## config.mk

```make
export PLATFORM = sky130hd
export DESIGN_NAME = conv_window_scheduler
export DESIGN_NICKNAME = d
export VERILOG_FILES = /design/src/rtl/conv_window_scheduler.sv
export SDC_FILE = /design/constraint.sdc
export NUM_CORES = 1
export LEC_CHECK = 0
export ABC_AREA = 1
export CORE_UTILIZATION = 60
export CTS_CLUSTER_DIAMETER = 30
export DETAILED_ROUTE_END_ITERATION = 12
export DONT_BUFFER_PORTS = 1
export PLACE_DENSITY = 0.72
export SLEW_MARGIN = 30
export SYNTH_ARGS = -nofsm -noshare
export SYNTH_HDL_FRONTEND = slang
export SYNTH_SLANG_ARGS = --single-unit
```

## constraint.sdc

```tcl
create_clock -name clk -period 3.3 [get_ports clk]
set_clock_uncertainty 0.2 [all_clocks]
set_input_delay 0.825 -clock clk [delete_from_list [all_inputs] [get_ports clk]]
set_output_delay 0.825 -clock clk [all_outputs]
set_load 0.02 [all_outputs]
```

## src/rtl/conv_window_scheduler.sv

```systemverilog
// Raster-scan scheduler for a shared KxK convolution unit: walks the frame, strobes one load per full window, returns each result on a valid/ready stream.
// Optional build macro CONV_CLIP_U8_EN saturates each captured result to the unsigned 8-bit range 0..255.
module conv_window_scheduler #(
    parameter int KERNEL_SIZE  = 3,
    parameter int IMG_WIDTH    = 640,
    parameter int IMG_HEIGHT   = 480,
    parameter int CONV_LATENCY = 2
) (
    input  logic        clk,
    input  logic        reset,
    input  logic        frame_start,
    input  logic        pix_valid,
    output logic        pix_ready,
    output logic        conv_load,
    input  logic [31:0] conv_ans,
    output logic        out_valid,
    input  logic        out_ready,
    output logic [31:0] out_data,
    output logic        out_last,
    output logic        busy,
    output logic        frame_done
);

    localparam int XW = (IMG_WIDTH  > 1) ? $clog2(IMG_WIDTH)  : 1;
    localparam int YW = (IMG_HEIGHT > 1) ? $clog2(IMG_HEIGHT) : 1;
    localparam int CW = $clog2(CONV_LATENCY + 1);

    localparam logic [XW-1:0] X_LAST = XW'(IMG_WIDTH - 1);
    localparam logic [YW-1:0] Y_LAST = YW'(IMG_HEIGHT - 1);
    localparam logic [XW-1:0] X_EDGE = XW'(KERNEL_SIZE - 1);
    localparam logic [YW-1:0] Y_EDGE = YW'(KERNEL_SIZE - 1);
    localparam logic [CW-1:0] LAT    = CW'(CONV_LATENCY);

    typedef enum logic [2:0] {
        ST_IDLE   = 3'd0,
        ST_ACCEPT = 3'd1,
        ST_LOAD   = 3'd2,
        ST_WAIT   = 3'd3,
        ST_OUTPUT = 3'd4
    } state_t;

    // Saturate a signed 32-bit value to 0..255, zero-extended.
    function automatic logic [31:0] clip_u8(input logic [31:0] v);
        logic [31:0] r;
        if (v[31]) begin
            r = 32'd0;
        end else if (v[30:8] != 23'd0) begin
            r = 32'd255;
        end else begin
            r = {24'd0, v[7:0]};
        end
        return r;
    endfunction

    // Result conditioning applied at the capture edge.
    function automatic logic [31:0] post_process(input logic [31:0] v);
`ifdef CONV_CLIP_U8_EN
        return clip_u8(v);
`else
        return v;
`endif
    endfunction

    state_t          state_r, state_n;
    logic [XW-1:0]   x_r, x_n;
    logic [YW-1:0]   y_r, y_n;
    logic [CW-1:0]   wait_r, wait_n;
    logic            last_win_r, last_win_n;
    logic            cap_s;
    logic            done_s;
    logic            xfer_s;
    logic            hs_s;
    logic            corner_s;
    logic            corner_last_s;

    logic            pix_ready_r;
    logic            conv_load_r;
    logic            out_valid_r;
    logic [31:0]     out_data_r;
    logic            out_last_r;
    logic            busy_r;
    logic            frame_done_r;

    assign xfer_s        = pix_ready_r && pix_valid;
    assign hs_s          = out_valid_r && out_ready;
    assign corner_s      = (x_r >= X_EDGE) && (y_r >= Y_EDGE);
    assign corner_last_s = (x_r == X_LAST) && (y_r == Y_LAST);

    // Next-state, position counters and latency countdown.
    always_comb begin
        state_n    = state_r;
        x_n        = x_r;
        y_n        = y_r;
        wait_n     = wait_r;
        last_win_n = last_win_r;
        cap_s      = 1'b0;
        done_s     = 1'b0;
        case (state_r)
            ST_IDLE: begin
                if (frame_start) begin
                    state_n    = ST_ACCEPT;
                    x_n        = {XW{1'b0}};
                    y_n        = {YW{1'b0}};
                    last_win_n = 1'b0;
                end else begin
                    state_n = ST_IDLE;
                end
            end
            ST_ACCEPT: begin
                if (xfer_s) begin
                    if (x_r == X_LAST) begin
                        x_n = {XW{1'b0}};
                        if (y_r == Y_LAST) begin
                            y_n = {YW{1'b0}};
                        end else begin
                            y_n = y_r + YW'(1);
                        end
                    end else begin
                        x_n = x_r + XW'(1);
                    end
                    // The accepted pixel is the bottom-right corner of the candidate window.
                    last_win_n = corner_last_s;
                    if (corner_s) begin
                        state_n = ST_LOAD;
                    end else begin
                        state_n = ST_ACCEPT;
                    end
                end else begin
                    state_n = ST_ACCEPT;
                end
            end
            ST_LOAD: begin
                wait_n  = LAT;
                state_n = ST_WAIT;
            end
            ST_WAIT: begin
                // Capture on the edge where the countdown reaches zero.
                if (wait_r <= CW'(1)) begin
                    wait_n  = {CW{1'b0}};
                    cap_s   = 1'b1;
                    state_n = ST_OUTPUT;
                end else begin
                    wait_n  = wait_r - CW'(1);
                    state_n = ST_WAIT;
                end
            end
            ST_OUTPUT: begin
                if (hs_s) begin
                    if (last_win_r) begin
                        done_s  = 1'b1;
                        state_n = ST_IDLE;
                    end else begin
                        state_n = ST_ACCEPT;
                    end
                end else begin
                    state_n = ST_OUTPUT;
                end
            end
            default: begin
                state_n = ST_IDLE;
            end
        endcase
    end

    // Control state and position registers.
    always_ff @(posedge clk or negedge reset) begin
        if (!reset) begin
            state_r    <= ST_IDLE;
            x_r        <= {XW{1'b0}};
            y_r        <= {YW{1'b0}};
            wait_r     <= {CW{1'b0}};
            last_win_r <= 1'b0;
        end else begin
            state_r    <= state_n;
            x_r        <= x_n;
            y_r        <= y_n;
            wait_r     <= wait_n;
            last_win_r <= last_win_n;
        end
    end

    // Registered handshake and status outputs, decoded from the next state.
    always_ff @(posedge clk or negedge reset) begin
        if (!reset) begin
            pix_ready_r  <= 1'b0;
            conv_load_r  <= 1'b0;
            busy_r       <= 1'b0;
            frame_done_r <= 1'b0;
        end else begin
            pix_ready_r  <= (state_n == ST_ACCEPT);
            conv_load_r  <= (state_n == ST_LOAD);
            busy_r       <= (state_n != ST_IDLE);
            frame_done_r <= done_s;
        end
    end

    // Output stream register: loaded at capture, held until the handshake.
    always_ff @(posedge clk or negedge reset) begin
        if (!reset) begin
            out_valid_r <= 1'b0;
            out_data_r  <= 32'd0;
            out_last_r  <= 1'b0;
        end else if (cap_s) begin
            out_valid_r <= 1'b1;
            out_data_r  <= post_process(conv_ans);
            out_last_r  <= last_win_r;
        end else if (hs_s) begin
            out_valid_r <= 1'b0;
            out_data_r  <= out_data_r;
            out_last_r  <= 1'b0;
        end else begin
            out_valid_r <= out_valid_r;
            out_data_r  <= out_data_r;
            out_last_r  <= out_last_r;
        end
    end

    assign pix_ready  = pix_ready_r;
    assign conv_load  = conv_load_r;
    assign out_valid  = out_valid_r;
    assign out_data   = out_data_r;
    assign out_last   = out_last_r;
    assign busy       = busy_r;
    assign frame_done = frame_done_r;

endmodule
```

== Word level (Yosys, flattened, before mapping) ==
Index checks and enable logic that the tools add are counted.

* Add/subtract/negate cells: 3
* Order comparisons: 3
* Eq/ne operators: 11
* Multiplexer cells: 29
* Reductions and logical operators: 11

{| class="wikitable"
|+ Operator list
! kind !! count
|-
| 2-to-1 mux 9 bit || 4
|-
| 2-to-1 mux 10 bit || 3
|-
| one-hot mux 10 bit (2 select lines) || 1
|-
| one-hot mux 9 bit (2 select lines) || 1
|-
| one-hot mux 3 bit (5 select lines) || 1
|-
| 2-to-1 mux 1 bit || 12
|-
| adder 10 x 1 -> 10 bit (second input constant) || 1
|-
| == test 10 bit (second input constant) || 1
|-
| greater-or-equal comparator 10 x 2 -> 1 bit (second input constant) || 1
|-
| adder 9 x 1 -> 9 bit (second input constant) || 1
|-
| == test 3 x 2 -> 1 bit (second input constant) || 3
|-
| == test 9 bit (second input constant) || 1
|-
| greater-or-equal comparator 9 x 2 -> 1 bit (second input constant) || 1
|-
| 2-to-1 mux 3 bit || 3
|-
| == test 3 x 1 -> 1 bit (second input constant) || 2
|-
| inequality test 2 bit (second input constant) || 3
|-
| nonzero test 2 bit || 3
|-
| logical AND 1 bit || 4
|-
| 2-to-1 mux 2 bit || 2
|-
| one-hot mux 2 bit (2 select lines) || 1
|-
| AND reduction 4 bit || 1
|-
| == test 3 bit (second input constant) || 1
|-
| zero test 3 bit || 1
|-
| AND reduction 3 bit || 1
|-
| 4 further kinds || 4
|}

* Flip-flop bits (word level): 63
* Bits of input ports: 37
* Logic and storage cells: 69

== Longest topological paths before layout ==
Gate-level depths: netlist of run 1.

* Depth after elaboration: 6
* Depth in mapped cells: 11
* Mapped depth without buffers: 11

== Worst setup path before layout of run 1 ==
No wires, ideal clock.

* Kind: reg-to-reg
* Start: register x_r[1]
* End: register y_r[7]
* Setup time: 127 ps
* Arrival time: 1439 ps
* Data required time: 2973 ps
* Setup slack: 1534 ps
* Cell stages (with the launch flop): 12
* Clock period less this slack: 1766 ps
* Cells stage by stage: dfrtp_1 -> ha_1 -> nand2_2 -> nor2_4 -> nand2_2 -> nor2_4 -> nand3_1 -> nand2_1 -> nand2_4 -> buf_6 -> nand2_1 -> o21ai_0

* Cells in the longest elaborated chain, start to end: 3

{| class="wikitable"
|+ RTL lines
! item !! RTL line !! source
|-
| from (decl) || 65 || <nowiki>logic [XW-1:0] x_r, x_n;</nowiki>
|-
| from (signal assigned) || 169 || <nowiki>x_r <= {XW{1'b0}};</nowiki>
|-
| from (signal assigned) || 175 || <nowiki>x_r <= x_n;</nowiki>
|-
| == test 10 bit || 111 || <nowiki>if (x_r == X_LAST) begin</nowiki>
|-
| inequality test 2 bit (no source line) || -- ||
|-
| AND reduction 4 bit (no source line) || -- ||
|-
| to (signal assigned) || 170 || <nowiki>y_r <= {YW{1'b0}};</nowiki>
|-
| to (signal assigned) || 176 || <nowiki>y_r <= y_n;</nowiki>
|-
| to (decl) || 66 || <nowiki>logic [YW-1:0] y_r, y_n;</nowiki>
|}

Every way passes these cells.
A chain may end at the register's enable or synchronous reset.

== Final worst setup path of run 1 ==
* Start: register state_r[2]
* End: register out_data_r[23] (netlist: out_data[23])

* Cells in the longest elaborated chain, start to end: 2

{| class="wikitable"
|+ RTL lines
! item !! RTL line !! source
|-
| from (decl) || 64 || <nowiki>state_t state_r, state_n;</nowiki>
|-
| from (signal assigned) || 174 || <nowiki>state_r <= state_n;</nowiki>
|-
| == test 3 x 2 -> 1 bit || 98 || <nowiki>case (state_r)</nowiki>
|-
| 2-to-1 mux 1 bit || 98 ||
|-
| to (signal assigned) || 205 || <nowiki>out_data_r <= post_process(conv_ans);</nowiki>
|-
| to (signal assigned) || 209 || <nowiki>out_data_r <= out_data_r;</nowiki>
|-
| to (signal assigned) || 213 || <nowiki>out_data_r <= out_data_r;</nowiki>
|-
| to (decl) || 79 || <nowiki>logic [31:0] out_data_r;</nowiki>
|}

Every way passes these cells.

==> run summary, run 1 <==
The run gives 9 as the total CTS buffers. The number of nets at the end of the flow was 357; the clock network fraction of total power was 24.1%. The buffers inserted during post-CTS setup optimization was 0. The detail route stage leaves a number of antenna-violating nets equal to 0. The pre-antenna-repair detailed-routing pass consisted of 4 iterations. After technology mapping, the gate count stands at 311. The average vias per placed instance works out to 5.31.

The largest driver fanout on the critical path came out at 36. The worst setup path is captured at a register. The later pin in the worst-skew pair is clocked with a latency of 0.33 ns. The count of input and output buffers was 0.

The critical path is of the register to register type. For the final design area excluding fillers, the log shows 3320 sq um. Setup violations remaining at the end of the flow were counted as 0. The via count of the first global-routing pass is 1,991, and the power per cell area is 1010 nW/um^2. The detailed router finished its first iteration with 100 violations.

TritonCTS built the clock tree. The routed via count was 2,054; the number of warning messages in the yosys log was 0. Wire length after detailed routing: 5.43 mm. The flow ran to the end, and the final reports show no timing, DRC or antenna violations. Summed over all nets, the switching power comes to 0.00140 W. At the pin with the least slew margin, the transition time is 0.784 ns.

The final critical-path share of the clock period was 61.9%. The share of flip-flops with an asynchronous set or reset is 100%, and the core box area is 4750 sq um. The library cells used most frequently in the layout, excluding fill and tap cells, are nand2_1 (70), dfrtp_1 (63), inv_1 (28), mux2_1 (26), nand3_1 (23). For the number of gates resized after cts, the log shows 0. The highest clock frequency the design can meet is 489 MHz, and the pre-CTS setup slack is 1.27 ns. Setup repair after global routing left no endpoint under its margin. After synthesis, the mean cell area works out to 9.66 sq um. The all-layer global routing usage is 23.2%. Cell at the root of the clock tree: clkbuf_8. The total internal power was 0.00195 W. Counting flops with a built-in enable in the synthesized netlist gives 0. Total count of hold-check failures in the final report: 0. The half-perimeter wire length of the detailed placement result is 3.74 mm. The H-tree was split into 3 levels. Number of unique standard cell types used by synthesis: 31.

Data arrives at the worst endpoint at 2.05 ns. The synthesized design contains 63 register bits. Data on the critical path is required at its endpoint by 3.31 ns.

In the final routed layout, each cell accounts on average for 14.0 um. Summed over all cells, the static leakage comes to 1.56 nW. The congestion estimate from routability-driven global placement came to 0.837. Adding up every negative setup slack in the final design gives 0 ns. The fraction of layout instances using a drive strength above 1 was 14.4%; the number of placed I/O pins was 75. The worst hold path belongs to the class primary input to async pin. For this configuration, the core starts out at a cell density of 63.2%. Per report_power, the sequential group accounts for 46.4% of the total.

The total DRC errors in the routed layout is 0, and the net switching share of the total power is 41.7%. For the leftover overflow at the end of global routing, the log shows 0. The tools report the critical register-to-register path startpoint as state_r[2]$_DFF_PN0_. From synthesis to final layout, the design area changed by 10.4%. The die area is 5290 sq um. In this run the horizontal extent of the chip is 72.7 um. The tools report the synthesized netlist net count as 352. The number of violations of the max-capacitance limit is 0.

The leading cell type in the layout, fill and taps excluded was nand2_1. Overall power consumption after layout is estimated at 0.00335 W. Across all setup checks in the final design, the least slack found is 1.26 ns. The synthesized netlist occupies a cell area of 3000 sq um. The number of antenna diodes in the final layout is 0. The first global-routing pass estimated 9.11 mm of wire. Entering global routing, the biggest net connects 64 pins.

Combinational logic is responsible for 29.5% of the overall power. Sequential elements use 52.5% of the synthesized area. The register-to-register path setup slack is 1.26 ns. The max-slew violation count came out at 0.

The die is 72.7 um tall. The maximum VDD drop is 550 uV, and the number of antenna violations at the first check in global routing is 0. The area after detailed placement is 3040 sq um, and the depth of the most critical reg-to-reg path is 3. The clock-pin slew of the registers on the worst-case setup and hold paths was 0.07 ns. The tools report the critical path startpoint category as a register. The worst register-to-register path ends at out_data[23]$_DFFE_PN0P_. The tree built by TritonCTS fans out to 63 sinks. In this run the tightest slew margin relative to its limit is 47.6%.

The placement row count was 25. The clock passes through at most 2 buffers. For this run, the leading register cell type out of synthesis is dfrtp_1. After layout, the minimum clock period comes to 2.04 ns.
-- worst max-delay path by stage --
stage / endpoint / slack, ns / start / depth (start not counted)
finish: out_data[23]$_DFFE_PN0P_ / 1.26 / state_r[2]$_DFF_PN0_ / 3
global placement: out_data[22]$_DFFE_PN0P_ / 1.32 / state_r[2]$_DFF_PN0_ / 3
global route: out_data[23]$_DFFE_PN0P_ / 1.10 / state_r[2]$_DFF_PN0_ / 3
CTS: out_data[23]$_DFFE_PN0P_ / 1.23 / state_r[2]$_DFF_PN0_ / 3
floorplan: y_r[7]$_DFFE_PN0P_ / 1.53 / x_r[1]$_DFFE_PN0P_ / 11
detailed placement: out_data[23]$_DFFE_PN0P_ / 1.27 / state_r[2]$_DFF_PN0_ / 3
-- cell families (layout without fill, tap and decap cells) --
group                    count (synthesis)  after routing  synth area share, %
buffers and inverters                   39             48                 5.42
adder cells (fa/ha/maj)                  4              4                 1.67
AO/OA/AOI/OAI                           27             27                 5.67
flip-flops                              63             63                 52.5
multiplexers                            32             32                 12.0
AND/OR/NAND/NOR                        146            146                 22.7
-- per-stage QoR --
step	util (%)	std cells	hold WS, ns
3_5_place_dp	64.0	371	0.283
6_report	69.7	387	0.156
3_3_place_gp	64.0	371	0.283
5_1_grt	69.7	387	0.155
2_1_floorplan	-	311	0.251
4_1_cts	69.7	387	0.154
-- synthesized netlist by cell type, drive strengths merged (2+ instances only) --
| cell | number | share of area, % |
|---|---|---|
| nand3 | 24 | 4.2 |
| inv | 32 | 4.0 |
| nand2 | 75 | 10 |
| dfrtp | 63 | 52 |
| or2 | 3 | 0.63 |
| buf | 6 | 1.2 |
| mux2 | 32 | 12 |
| nor2 | 25 | 3.9 |
| nor3 | 6 | 1.4 |
| and2 | 2 | 0.42 |
| o21ai | 19 | 4.0 |
| a21oi | 5 | 0.83 |
| ha | 4 | 1.7 |
| nand4 | 9 | 1.9 |
-- power by group through the flow --
stage,combinational [W],sequential [W],clock (W)
floorplan,0.000858,0.00151,0
global placement,0.000947,0.00156,0
detailed placement,0.000983,0.00157,0
CTS,0.00101,0.00156,0.000826
global route,0.00113,0.00159,0.000860
finish,0.000989,0.00156,0.000808
-- area by class of cell --
class / count / area (sq um)
sequential: 63 / 1580
fill: 371 / 1440
multi-input combinational: 209 / 1260
clock buffer: 10 / 138
inverter: 32 / 120
clock inverter: 5 / 106
tap: 67 / 83.8
timing repair buffer: 1 / 27.5
-- metal layers --
layer | vias up | global-route usage (%) | wire [um]
met1 | 949 | 30.0 | 2570
li1 | 1033 | - | -
met5 | - | 0 | 0
met3 | 8 | 7.87 | 339
met2 | 64 | 36.0 | 2430
met4 | 0 | 9.59 | 92
-- critical path, stage by stage, from the launching register on --
cell and delay, ns:
dfrtp_1 0.46, nor3_4 0.26, nand2_2 0.48, mux2_1 0.51
-- timing repair --
item	in CTS	in global routing
endpoints found under the setup margin	0	0
hold buffers	1	0
hold endpoints to repair	63	0
-- registers in the layout, indices dropped and copies added, names as in the netlist --
| register | flops |
|---|---|
| conv_load | 1 |
| x_r | 10 |
| pix_ready | 1 |
| out_valid | 1 |
| wait_r | 2 |
| y_r | 9 |
| out_data | 32 |
| frame_done | 1 |
| out_last | 1 |
| last_win_r | 1 |
| busy | 1 |
| state_r | 3 |
(Power assumes the default switching activity.)
==> run 2, diff against run 1 <==
- CORE_UTILIZATION: 60 -> 57
- PLACE_DENSITY: 0.72 -> 0.71
- clock period: 3.3 -> 1.8 ns (I/O delays scaled with it)
==> run 2 against run 1 <==
The run now ends with hold timing, setup timing left. Hold slack got worse by 0.56 ns. Worst setup slack lost 1.3 ns. Wire length rose by 8.0%. Sequential power is 79% higher. Non-clock buffer count increased by 28. Maximum frequency grew 9.9%. Flip-flop and latch count is the same. Register-to-register slack got worse by 1.3 ns. Via count up 11%. Combinational power increased to 2.6 times the previous value. Critical endpoint is now y_r[2]$_DFFE_PN0P_.
==> run summary, run 2 (synthesis results as in run 1) <==
VDD sags by at most 1150 uV. The logs give 8.82 mm for the first-pass GRT wire length and 387 for the number of nets at the end of the flow. The most numerous cell type found on the critical path is nand2_2. Net switching is 43.8% of the power. The run gives 0.890 as the routability congestion estimate.

The library cell used most frequently in the layout, excluding fill and tap cells, is dfrtp_1. In this run the standard cell core region covers 5070 sq um. Once detailed placement completed, the half-perimeter wirelength came to 3.98 mm. The die is 74.6 um tall. The total inserted antenna cells was 0; the total count of hold-check failures in the final report was 63. For the worst setup path, the data required time is 1.83 ns. The pin count of the biggest net entering global routing was 64.

The signal on the critical path passes through ha_2 -> nand2_2 -> nor2_4 -> nand2_2 -> nor2_4 -> nand3_2 -> nand2_4 -> nand2_8 -> buf_8 -> nand2_2 -> o21ai_2. The total DRC errors in the routed layout was 0; the average vias per placed instance was 5.43. The logs give 63 for the sink count of the clock tree and 26 for the placement row count. Counting tap cells, the placed design contains a total of 394 instances. The overall power was 0.00651 W; the number of design-rule violations left by the first detailed-router iteration was 125.

At the placement stage, the worst setup path has a slack of 0.0670 ns. The slowest stage of the critical path is the dfrtp_1 cell. The final worst-path setup slack was -0.0587 ns; the power dissipated by switching net loads was 0.00285 W.

Once detail routing completed, the nets flagged for antenna violations numbered 0. The run gives 40.1% as the combinational power share. The number of violations of the max-capacitance limit was 0.

For the worst-case headroom to the max-slew limit, the log shows 75.6%. The via count of the first global-routing pass is 2,065, and the number of antenna violations at the first check in global routing is 0. Utilization of the core after routing: 70.4%. Measured along the x axis, the die boundary spans 74.6 um. For this run the aggregate overflow at the end of global routing stands at 0. The count of input and output buffers was 0; the worst hold slack across all endpoints was -0.400 ns. The final reports fail on hold timing, setup timing. Clock latency on the worst-skew pair, taken at its later pin, is 0.34 ns. CTS built an H-tree with a depth of 3.

The clock network accounts for 17.0% of the total power. Internal power comes to 0.00366 W. The type of the tightest min-delay check is primary input to async pin. The clock-pin slew of the registers on the worst-case setup and hold paths is 0.07 ns. For the highest clock frequency the design can meet, the log shows 538 MHz. For this block, the routed nets add up to 5.87 mm of wire. For this design the static power due to leakage is 1.67 nW.

The routed via count was 2,288. The critical register-to-register path startpoint is x_r[0]$_DFFE_PN0P_. The logs give 35.0% for the met2 track demand over resource in global routing and 59.2% for the starting density of the core.

Setup repair after global routing could not meet its margin everywhere. The largest driver fanout on the critical path is 6. By startpoint and endpoint, the worst setup path is classified as register to register. Arrival time reported for the critical path endpoint: 1.89 ns. The highest-utilization routing layer at the global route stage is met2. For the pin with the worst max-slew slack, the measured transition is 0.363 ns. The critical path's largest stage delay was 0.36 ns. The die area was 5560 sq um; the final critical-path share of the clock period was 103%. For this run, global-route usage on met1 was measured as 26.8%. The average detailed-routed wire length per instance came out at 13.9 um.

For met3 alone, demand over resource in global routing was 6.78%. Cells with a size suffix above 1 make up 26.5% of the layout. The flip-flop count of the largest register, all copies and words added works out to 32. In this run the deepest clock path goes through 2 buffers.

The flow ran to the end, but the final reports show violations. Of the total power, registers draw 42.9%. Relative to the synthesized area, the layout overhead comes to 19.0%. TritonCTS built the clock tree.

The top cell types in the final layout, fill and taps aside, are dfrtp_1 (63), nand2_1 (62), inv_1 (28), mux2_1 (26), buf_4 (25). The number of placed I/O pins is 75, and the max-slew violation count is 0. The critical path starts at x_r[0]$_DFFE_PN0P_.

Setup violations remaining at the end of the flow were counted as 7. The worst setup path is captured at a register. After layout, the minimum clock period comes to 1.86 ns. The first detailed-routing pass ran for 4 iterations. The tools report the total CTS buffers as 9. In this run the power density over the cells is 1820 nW/um^2. The tools report the cell at the root of the clock tree as clkbuf_8. The all-layer global routing usage was 21.8%.

Leaving out filler cells and counting taps, the final layout contains 421. The critical path startpoint category was a register.
run 2: path summary, 6_finish.rpt:
check	end	slack, ns	cells past startpoint
max	y_r[2]$_DFFE_PN0P_	-0.06	11
min	y_r[1]$_DFFE_PN0P_	-0.40	0
max reg2reg	y_r[2]$_DFFE_PN0P_	-0.06	11
min reg2reg	wait_r[0]$_DFFE_PN0P_	0.30	1
max in group asynchronous	out_data[17]$_DFFE_PN0P_	1.71	0
min in group clk	out_data[28]$_DFFE_PN0P_	0.04	1
run 2: what timing repair did:
item                                    4_1_cts  5_1_grt
endpoints found under the setup margin        0       15
resized for setup                             0       22
endpoints found under the hold margin        63       63
buffers inserted                              0        8
run 2: power groups by stage:
stage	clock, W	combinational (W)	sequential, W
after CTS	0.00113	0.00219	0.00279
after detailed placement	0	0.00218	0.00282
after global routing	0.00119	0.00289	0.00287
final	0.00111	0.00261	0.00280
after global placement	0	0.00213	0.00280
after floorplan	0	0.00157	0.00277
run 2: worst max-delay path: cells and delay by family, from the launching register on:
kind / cells / cell delay [ns]
flops: 1 / 0.36
simple gates: 8 / 0.81
compound gates: 1 / 0.05
buf+inv: 1 / 0.14
fa+ha+maj: 1 / 0.19
run 2: per-stage QoR:
stage / TNS [ns] / cell area, sq um
floorplan: 0 / 3000
global placement: 0 / 3210
detailed placement: 0 / 3210
CTS: 0 / 3390
global route: -1.16 / 3570
finish: -0.283 / 3570
run 2: layer usage:
layer	vias to the layer above	wire length, um
met5	-	0
met4	0	132
met3	13	408
met2	84	2800
met1	1087	2530
li1	1104	-
run 2: area by class of cell:
type                            instances  area (sq um)
Clock inverter                          6          46.3
Timing Repair Buffer                   29           259
Sequential cell                        63          1580
Fill cell                             391          1500
Multi-Input combinational cell        211          1350
Inverter                               32           120
Clock buffer                           10           138
Tap cell                               70          87.6
==> run 3, diff against run 2 <==
- ABC_AREA: 1 -> unset
- CORE_UTILIZATION: 57 -> 56
- PLACE_DENSITY: 0.71 -> 0.7
==> run 3 against run 2 <==
The flow still finishes with violations (hold timing, setup timing). Sequential share of layout area decreased by 2.3 points. Register-to-register slack improved by 0.04 ns. Synthesized area decreased by 2.3%. Clock-buffer cell count unchanged. Combinational power decreased by 15%. Worst setup slack improved by 0.038 ns. Synthesized cell count decreased by 16%. Final cell count decreased by 9.3%. First-iteration DRC count increased by 63%. Critical path depth decreased by 6. Global-route usage increased by 1.6 points. Critical endpoint is now out_data[1]$_DFFE_PN0P_. Highest routed layer unchanged.
==> run summary, run 3 <==
The flow ran to the end, but the final reports show violations. The final reports fail on hold timing, setup timing. In this run the tool buffered the top-level ports with 0 buffer cells.

The final design area excluding fillers came out at 3780 sq um. dfrtp_1 takes more of the synthesized area than any other cell. In the layout the commonest cells are dfrtp_1 (60), buf_4 (40), nand2_1 (19), mux2_2 (17), mux2_4 (16).

The transition time of the tightest slew-check pin was 0.514 ns; the number of warning messages in the yosys log was 0. Synthesis inferred 63 register bits. The critical path startpoint category is a register. The die is 74.4 um wide. The logs give 1450 sq um for the area occupied by multi-input gates and 53.8% for the share of synthesized area occupied by flip-flops and latches.

The logs give 0 for the number of antenna violations at the first check in global routing and -0.0209 ns for the final worst-path setup slack. The final critical-path share of the clock period is 101%, and the maximum VDD drop is 985 uV. The logs give 5530 sq um for the die area and 318 for the fill cell total of the finished layout. The count of flip-flops with a built-in enable after synthesis came out at 0. The cell with the most instances after synthesis was dfrtp_1. Using the TritonRoute via totals, the vias-per-cell ratio works out to 6.12. The clock-pin slew of the registers on the worst-case setup and hold paths is 0.07 ns.

The critical path class is register to register. The run gives 261 as the gate count of the mapped netlist. By count the netlist is led by dfrtp_1 (63), mux2_2 (33), nand2_1 (20), nor2_1 (16), o21ai_0 (14). The HPWL after detailed placement is 4.47 mm. The count of nets left with antenna violations once routing finished came out at 0.

Number of placed I/O pins: 75. The tools report the leftover overflow at the end of global routing as 0. The area after detailed placement is 3260 sq um.

The tools report the number of violations of the max-capacitance limit as 0. For the number of design-rule violations left by the first detailed-router iteration, the log shows 204. The most used flip-flop cell after synthesis is dfrtp_1.

The first global-routing pass estimated 9.45 mm of wire. The tools report the max-slew violation count as 0. The region available for standard cell placement spans 4880 sq um. The run gives 1.68 nW as the leakage power summed over all cells.

TritonCTS created 9 clock buffers. The number of unique standard cell types used by synthesis was 46; the data required time at the worst endpoint was 1.83 ns. Sorting the synthesized cells by area gives the leading types as dfrtp_1 (54%), mux2_2 (13%), nand2_1 (2.6%). The worst hold slack across all endpoints was -0.404 ns; the average detailed-routed wire length per instance was 19.1 um. The run gives 60.1% as the starting density of the core. The floorplan has 25 rows. The clock passes through at most 2 buffers. Setup repair after global routing could not meet its margin everywhere. The mapped netlist covers 2930 sq um. Static timing analysis puts the maximum clock frequency at 549 MHz.

The tools report the count of TritonRoute iterations in the first routing pass as 4. Routability-driven placement finished with a final weighted congestion of 0.912. For this run, the post-layout net count is 351. The H-tree level count is 3. TritonCTS built the clock tree. The fraction of layout instances using a drive strength above 1 is 40.0%. The mean area per synthesized cell came out at 11.2 sq um. The min-delay analysis places its worst path in the category primary input to async pin. The number of nets in the synthesized netlist is 302.

Counting I/O delays and the setup requirement, the final critical path takes 1.82 ns. The setup TNS is -0.142 ns. Headroom to the max-slew limit came out at 65.3%.

For this run, asynchronously set or reset flops after synthesis account for 100%. The library cell used most frequently in the layout, excluding fill and tap cells, is dfrtp_1. Summing all flip-flop and latch instances after layout gives 1580 sq um. The sink count of the clock tree was 63; the overall power was 0.00607 W. The y dimension of the die is 74.4 um, and the via count of the first global-routing pass is 2,086. The utilization of the core after routing came out at 77.4%.

The logs give 0 for the total DRC errors in the routed layout and 63 for the total count of hold-check failures in the final report. The tools report the pin count of the biggest net entering global routing as 64. In the global route stage, overall resource usage came out at 23.4%. The setup violation total in the final timing report was 10; the source-to-sink clock delay at the later pin of the worst-skew pair was 0.34 ns.

For the routed via count, the log shows 2,339. The power per cell area was 1610 nW/um^2; the flip-flop count of the largest register, all copies and words added was 32. The run gives 7.28 mm as the wire length after detailed routing. Cell at the root of the clock tree: clkbuf_8. OpenSTA, run right after detailed placement, puts the worst setup slack at -0.0279 ns.

The worst setup path is captured at a register. In this run the biggest area consumer among cell types represents 53.8% of the synthesized area. From synthesis to final layout, the design area changed by 28.8%. The largest driver fanout on the critical path is 8, and the arrival time reported for the critical path endpoint is 1.85 ns. For the total inserted antenna cells, the log shows 0.
-- run 3: cell types whose count changed in the layout (fill, tap and decap cells not counted), moves of 15 or more --
cell,change
buf_4,+15
mux2_4,+16
inv_1,-22
mux2_1,-26
nand2_1,-43
-- run 3: final cells by class --
class	instances	area share (%)
clock buffers	10	3.38
clock inverters	6	0.994
inverters	6	0.596
multi-input cells	178	38.3
flip-flops and latches	63	41.8
well taps	67	2.22
repair buffers	52	12.7
-- run 3: repair_timing --
action	4_1_cts	5_1_grt
resized for setup	4	56
buffers inserted	0	8
setup endpoints to repair	4	51
pin swaps	0	12
cloned	0	3
hold endpoints to repair	63	63
-- run 3: metrics by stage --
stage	hold slack, ns	instances
floorplan	-0.0456	261
global placement	-0.0438	355
detailed placement	-0.0437	355
CTS	-0.413	371
global route	-0.422	382
finish	-0.404	382
-- run 3: logic make-up after synthesis --
| kind of cell | Yosys count | share of synthesized area, % |
|---|---|---|
| adders and majority gates | 4 | 1.71 |
| DFF | 63 | 53.8 |
| buffers and inverters | 20 | 3.16 |
| muxes | 33 | 12.7 |
| AOI/OAI and AO/OA | 49 | 11.5 |
| and+or+nand+nor | 92 | 17.2 |
-- run 3: final timing paths --
path,cells past startpoint,start,slack [ns],to
min,0,reset,-0.40,x_r[2]$_DFFE_PN0P_
min reg2reg,2,last_win_r$_DFFE_PN0P_,0.37,out_last$_DFFE_PN0P_
max reg2reg,5,state_r[2]$_DFF_PN0_,-0.02,out_data[1]$_DFFE_PN0P_
min in group clk,1,conv_ans[16],0.05,out_data[16]$_DFFE_PN0P_
max,5,state_r[2]$_DFF_PN0_,-0.02,out_data[1]$_DFFE_PN0P_
max in group asynchronous,0,reset,1.69,state_r[2]$_DFF_PN0_
-- run 3: power by group --
part / switching [W] / leakage, nW / total (W) / internal [W]
sequential: 0.000884 / 0.803 / 0.00279 / 0.00191
clock: 0.000552 / 0.0781 / 0.00104 / 0.000491
combinational: 0.000988 / 0.798 / 0.00223 / 0.00124
total: 0.00242 / 1.68 / 0.00607 / 0.00364
-- run 3: routing by layer --
metal  vias to the layer above  routed length [um]  global-route usage [%]
met4                         0                 122                    13.0
met3                        13                 433                    5.56
met2                        98                3700                    37.6
met1                      1166                3020                    29.2
li1                       1062                   -                       -
met5                         -                   0                       0
-- run 3: critical path, stage by stage, from the launching register on --
cell	delay, ns
dfrtp_2	0.45
nand2b_4	0.17
nor3b_4	0.27
buf_8	0.16
buf_8	0.13
mux2_2	0.33
==> RTL edit 1: new RTL, flow settings as in run 3 <==
The 5 states of `state_t` get a one-hot encoding in 5 bits.
--- a/src/rtl/conv_window_scheduler.sv
+++ b/src/rtl/conv_window_scheduler.sv
@@ -33,8 +33,8 @@
 
-    typedef enum logic [2:0] {
-        ST_IDLE   = 3'd0,
-        ST_ACCEPT = 3'd1,
-        ST_LOAD   = 3'd2,
-        ST_WAIT   = 3'd3,
-        ST_OUTPUT = 3'd4
+    typedef enum logic [4:0] {
+        ST_IDLE   = 5'b00001,
+        ST_ACCEPT = 5'b00010,
+        ST_LOAD   = 5'b00100,
+        ST_WAIT   = 5'b01000,
+        ST_OUTPUT = 5'b10000
     } state_t;
Check against the original RTL: no difference found for any inputs over 10 cycles, from zero or initial values and one cycle with reset low; not proved beyond that.
==> RTL edit 1 against run 3 <==
The run still ends with hold timing, setup timing left; sequential cell count increased by 2; cell area increased by 11%; global-route usage increased by 1.2 points; total power decreased by 32%; routed wire length increased by 9.4%; critical path depth increased by 3; worst setup slack got worse by 0.27 ns; via count increased by 5.3%; area after synthesis increased by 3.0%.
==> RTL edit 1: results (changes against run 3) <==
DP Worst Slack=-0.3008 ns (was -0.02794 ns); DR iter-0 viols=155 (was 204); post-DP HPWL=4288 um (was 4465 um); largest net degree at the start of global routing=66 (was 64); synthesized area per cell=11.53 um^2 (was 11.24 um^2); Synth cell types=49 (was 46); post-CTS setup buffer count=7 (was 0); post-CTS resize count=31 (was 4); fillcell total=294 (was 318); Layout clock area frac=0.03967 (was 0.04372); Non-CTS buffers=74 (was 52); status=finished with violations (unchanged); Met1 Wirelength=3260 um (was 3022 um); CLK BUF=13 (was 10); Lkg Pwr=0.001880 uW (was 0.001679 uW); Sum Neg Setup Slack=-11.16 ns (was -0.1422 ns); post-route setup slack=-0.2900 ns (was -0.02091 ns); met2 WL=4023 um (was 3703 um); slowest stage delay, CP=0.40 ns (was 0.45 ns); Final Hold Fails=65 (was 63); DP Area=3441 um^2 (was 3262 um^2); Post-Synth XOR/XNOR Area=0.01450 (was 0); failing checks=hold timing, setup timing (unchanged); number of global-route vias before repair=2181 (was 2086); Area Overhead vs Synth=38.90% (was 28.80%); Non-clock buffers, area share=0.1712 (was 0.1265); sequential-to-total area share from yosys stat=0.5389 (was 0.5375); worst vdd ir=0.5996 mV (was 0.9849 mV); proportion of synthesized area in mux cells=0.1226 (was 0.1267); adder-cell area share of the yosys netlist=0.01657 (was 0.01706); #MultiIn Comb=176 (was 178); Met3 Routed Length=559 um (was 433 um); met1 usage in global routing=0.3084 (was 0.2922); Mapped Nets=303 (was 302); Synth area leaders=dfrtp_1, mux2_2, o21ai_0, nand3_1, nand2_1 (was dfrtp_1, mux2_2, nand2_1, o21ai_0, nand3_1); gpl congestion=0.8920 (was 0.9120); WHS=-0.4017 ns (was -0.4045 ns); Commonest cells post-synth=dfrtp_1, mux2_2, o21ai_0 (was dfrtp_1, mux2_2, nand2_1); FF+latch area=1628 um^2 (was 1580 um^2); CP delay by family, top=buffers and inverters (was flip-flops); Die ar.=5691 um^2 (was 5531 um^2); crit path DAT=2.16 ns (was 1.85 ns); GR Util All Layers=0.2459 (was 0.2343); drt wl/cell=19.47 um (was 19.06 um); number of cells after detailed placement=368 (was 355); final setup fails=57 (was 10); layout cells sized above 1=0.4926 (was 0.4000); final antenna diode count=0 (unchanged); met3 GRT Util=0.08333 (was 0.05556); drt total wl=7964 um (was 7281 um); area of the multi-input gates=1565 um^2 (was 1448 um^2); critical path's slowest cell=dfrtp_1 (was dfrtp_2); number of sequential cells=65 (was 63); GR Util met2=0.3889 (was 0.3764); NumNets Final=375 (was 351)
==> RTL edit 1: final timing paths <==
| kind | slack [ns] | endpoint | start | depth (start not counted) |
|---|---|---|---|---|
| max in group asynchronous | 1.61 | state_r[0]$_DFF_PN1_ | reset | 0 |
| setup / recovery | -0.29 | y_r[4]$_DFFE_PN0P_ | state_r[4]$_DFF_PN0_ | 8 |
| setup reg to reg | -0.29 | y_r[4]$_DFFE_PN0P_ | state_r[4]$_DFF_PN0_ | 8 |
| min in group clk | 0.03 | state_r[0]$_DFF_PN1_ | frame_start | 1 |
| hold reg to reg | 0.34 | y_r[7]$_DFFE_PN0P_ | y_r[7]$_DFFE_PN0P_ | 1 |
| hold / removal | -0.40 | out_data[14]$_DFFE_PN0P_ | reset | 0 |
==> RTL edit 1: power breakdown <==
part | leakage (uW) | switching (uW) | internal, uW
clock network | 0.0000834 | 540 | 534
registers | 0.000824 | 171 | 1580
logic | 0.000973 | 621 | 674
==> RTL edit 2: new RTL, flow settings as in run 3 <==
Made on the original files. The parameter `CONV_LATENCY` goes from 2 to 4.
--- a/src/rtl/conv_window_scheduler.sv
+++ b/src/rtl/conv_window_scheduler.sv
@@ -6,3 +6,3 @@
     parameter int IMG_HEIGHT   = 480,
-    parameter int CONV_LATENCY = 2
+    parameter int CONV_LATENCY = 4
 ) (
Formal check against the unedited RTL: same outputs for any inputs over 10 cycles, from zero or initial values and one cycle with reset low; that may be too few to reach the edited logic, so the function may still have changed.
==> RTL edit 2 against run 3 <==
Routed wire length rose by 6.0%; sequential cell count increased by 1; highest routed layer unchanged; worst setup slack lost 0.13 ns; critical endpoint is now out_data[18]$_DFFE_PN0P_; first-iteration DRC count decreased by 33%; total power up 13%; the flow still finishes with violations (hold timing, setup timing); cell area rose by 9.0%; area after synthesis is 3.9% higher; largest power group unchanged; critical path type unchanged; die area up 3.8%.
==> RTL edit 2: results (changes against run 3) <==
Final Hold Fails=64 (was 63); Mapped Cells=263 (was 261); final setup fails=44 (was 10); switching power=2595 uW (was 2424 uW); sequential-to-total area share from yosys stat=0.5257 (was 0.5375); Mapped Nets=306 (was 302); Synth cell types=59 (was 46); Worst-Margin Slew=0.3333 ns (was 0.5136 ns); failing checks=hold timing, setup timing (unchanged); CTS Root Buffer Type=clkbuf_8 (unchanged); NumNets Final=364 (was 351); slowest stage delay, CP=0.48 ns (was 0.45 ns); Commonest cells post-synth=dfrtp_1, mux2_2, nand2_1 (unchanged); drt total wl=7716 um (was 7281 um); worst vdd ir=1.227 mV (was 0.9849 mV); WHS=-0.3960 ns (was -0.4045 ns); post-route setup slack=-0.1533 ns (was -0.02091 ns); R2R Path End=out_data[18]$_DFFE_PN0P_ (was out_data[1]$_DFFE_PN0P_); DR iter-0 viols=137 (was 204); fillcell total=271 (was 318); Clock net power=1330 uW (was 1040 uW); DP Area=3481 um^2 (was 3262 um^2); number of cells after detailed placement=369 (was 355); critical path's slowest cell=dfrtp_2 (unchanged); Synth area leaders=dfrtp_1, mux2_2, ha_1, nand3_1, nand2_1 (was dfrtp_1, mux2_2, nand2_1, o21ai_0, nand3_1); gpl congestion=0.7821 (was 0.9120); DP Worst Slack=-0.1003 ns (was -0.02794 ns); P_comb=2610 uW (was 2230 uW); status=finished with violations (unchanged); largest net degree at the start of global routing=65 (was 64); post-DR vias/cell=5.975 (was 6.123); Sum Neg Setup Slack=-4.317 ns (was -0.1422 ns); Lkg Pwr=0.001827 uW (was 0.001679 uW); layout cells sized above 1=0.4554 (was 0.4000); GR Util All Layers=0.2411 (was 0.2343); Pre-antenna DRT Iters=4 (unchanged); post-layout util=0.7961 (was 0.7741); first-pass GRT wire length=9867 um (was 9453 um); number of global-route vias before repair=2173 (was 2086); crit path DAT=1.97 ns (was 1.85 ns)
## RTL edit 2: cell families (layout without fill, tap and decap cells)
family | after synthesis | after routing | synth area share
buffers and inverters | 17 | 79 | 0.02875
AOI/OAI and AO/OA | 39 | 39 | 0.09322
adders and majority gates | 6 | 6 | 0.02464
muxes | 35 | 35 | 0.1290
xor gates and xnor gates | 4 | 4 | 0.01150
and+or+nand+nor | 98 | 98 | 0.1873
DFF | 64 | 64 | 0.5257
## RTL edit 2: layout make-up
| cell class | instances | area (um^2) | area share |
|---|---|---|---|
| Inverter | 7 | 28.78 | 0.006989 |
| Tap cell | 70 | 87.58 | 0.02127 |
| Clock buffer | 9 | 123.9 | 0.03008 |
| Timing Repair Buffer | 57 | 506.7 | 0.1231 |
| Clock inverter | 6 | 85.08 | 0.02066 |
| Sequential cell | 64 | 1607 | 0.3902 |
| Multi-Input combinational cell | 182 | 1679 | 0.4078 |
## RTL edit 2: worst max-delay path by stage
stage,to,slack (ns),cells after the start
6_report,out_data[18]$_DFFE_PN0P_,-0.15,5
3_3_place_gp,x_r[0]$_DFFE_PN0P_,-0.11,5
2_1_floorplan,out_data[10]$_DFFE_PN0P_,-0.21,6
4_1_cts,out_data[22]$_DFFE_PN0P_,-0.12,5
5_1_grt,out_data[18]$_DFFE_PN0P_,-0.19,7
3_5_place_dp,out_data[22]$_DFFE_PN0P_,-0.10,6
## RTL edit 2: layer usage
metal	GRT usage	part of all wire	up-vias
li1	-	-	1085
met1	0.3013	0.42	1185
met2	0.3815	0.51	81
met3	0.06878	0.056	9
met4	0.1255	0.012	0
met5	0	0	-
## RTL edit 2: repair_timing
action / CTS / global route
setup endpoints to repair: 43 / 55
pin swaps: 0 / 14
setup buffers: 0 / 7
gates resized for setup: 5 / 70
cloned: 0 / 4
hold endpoints to repair: 64 / 64
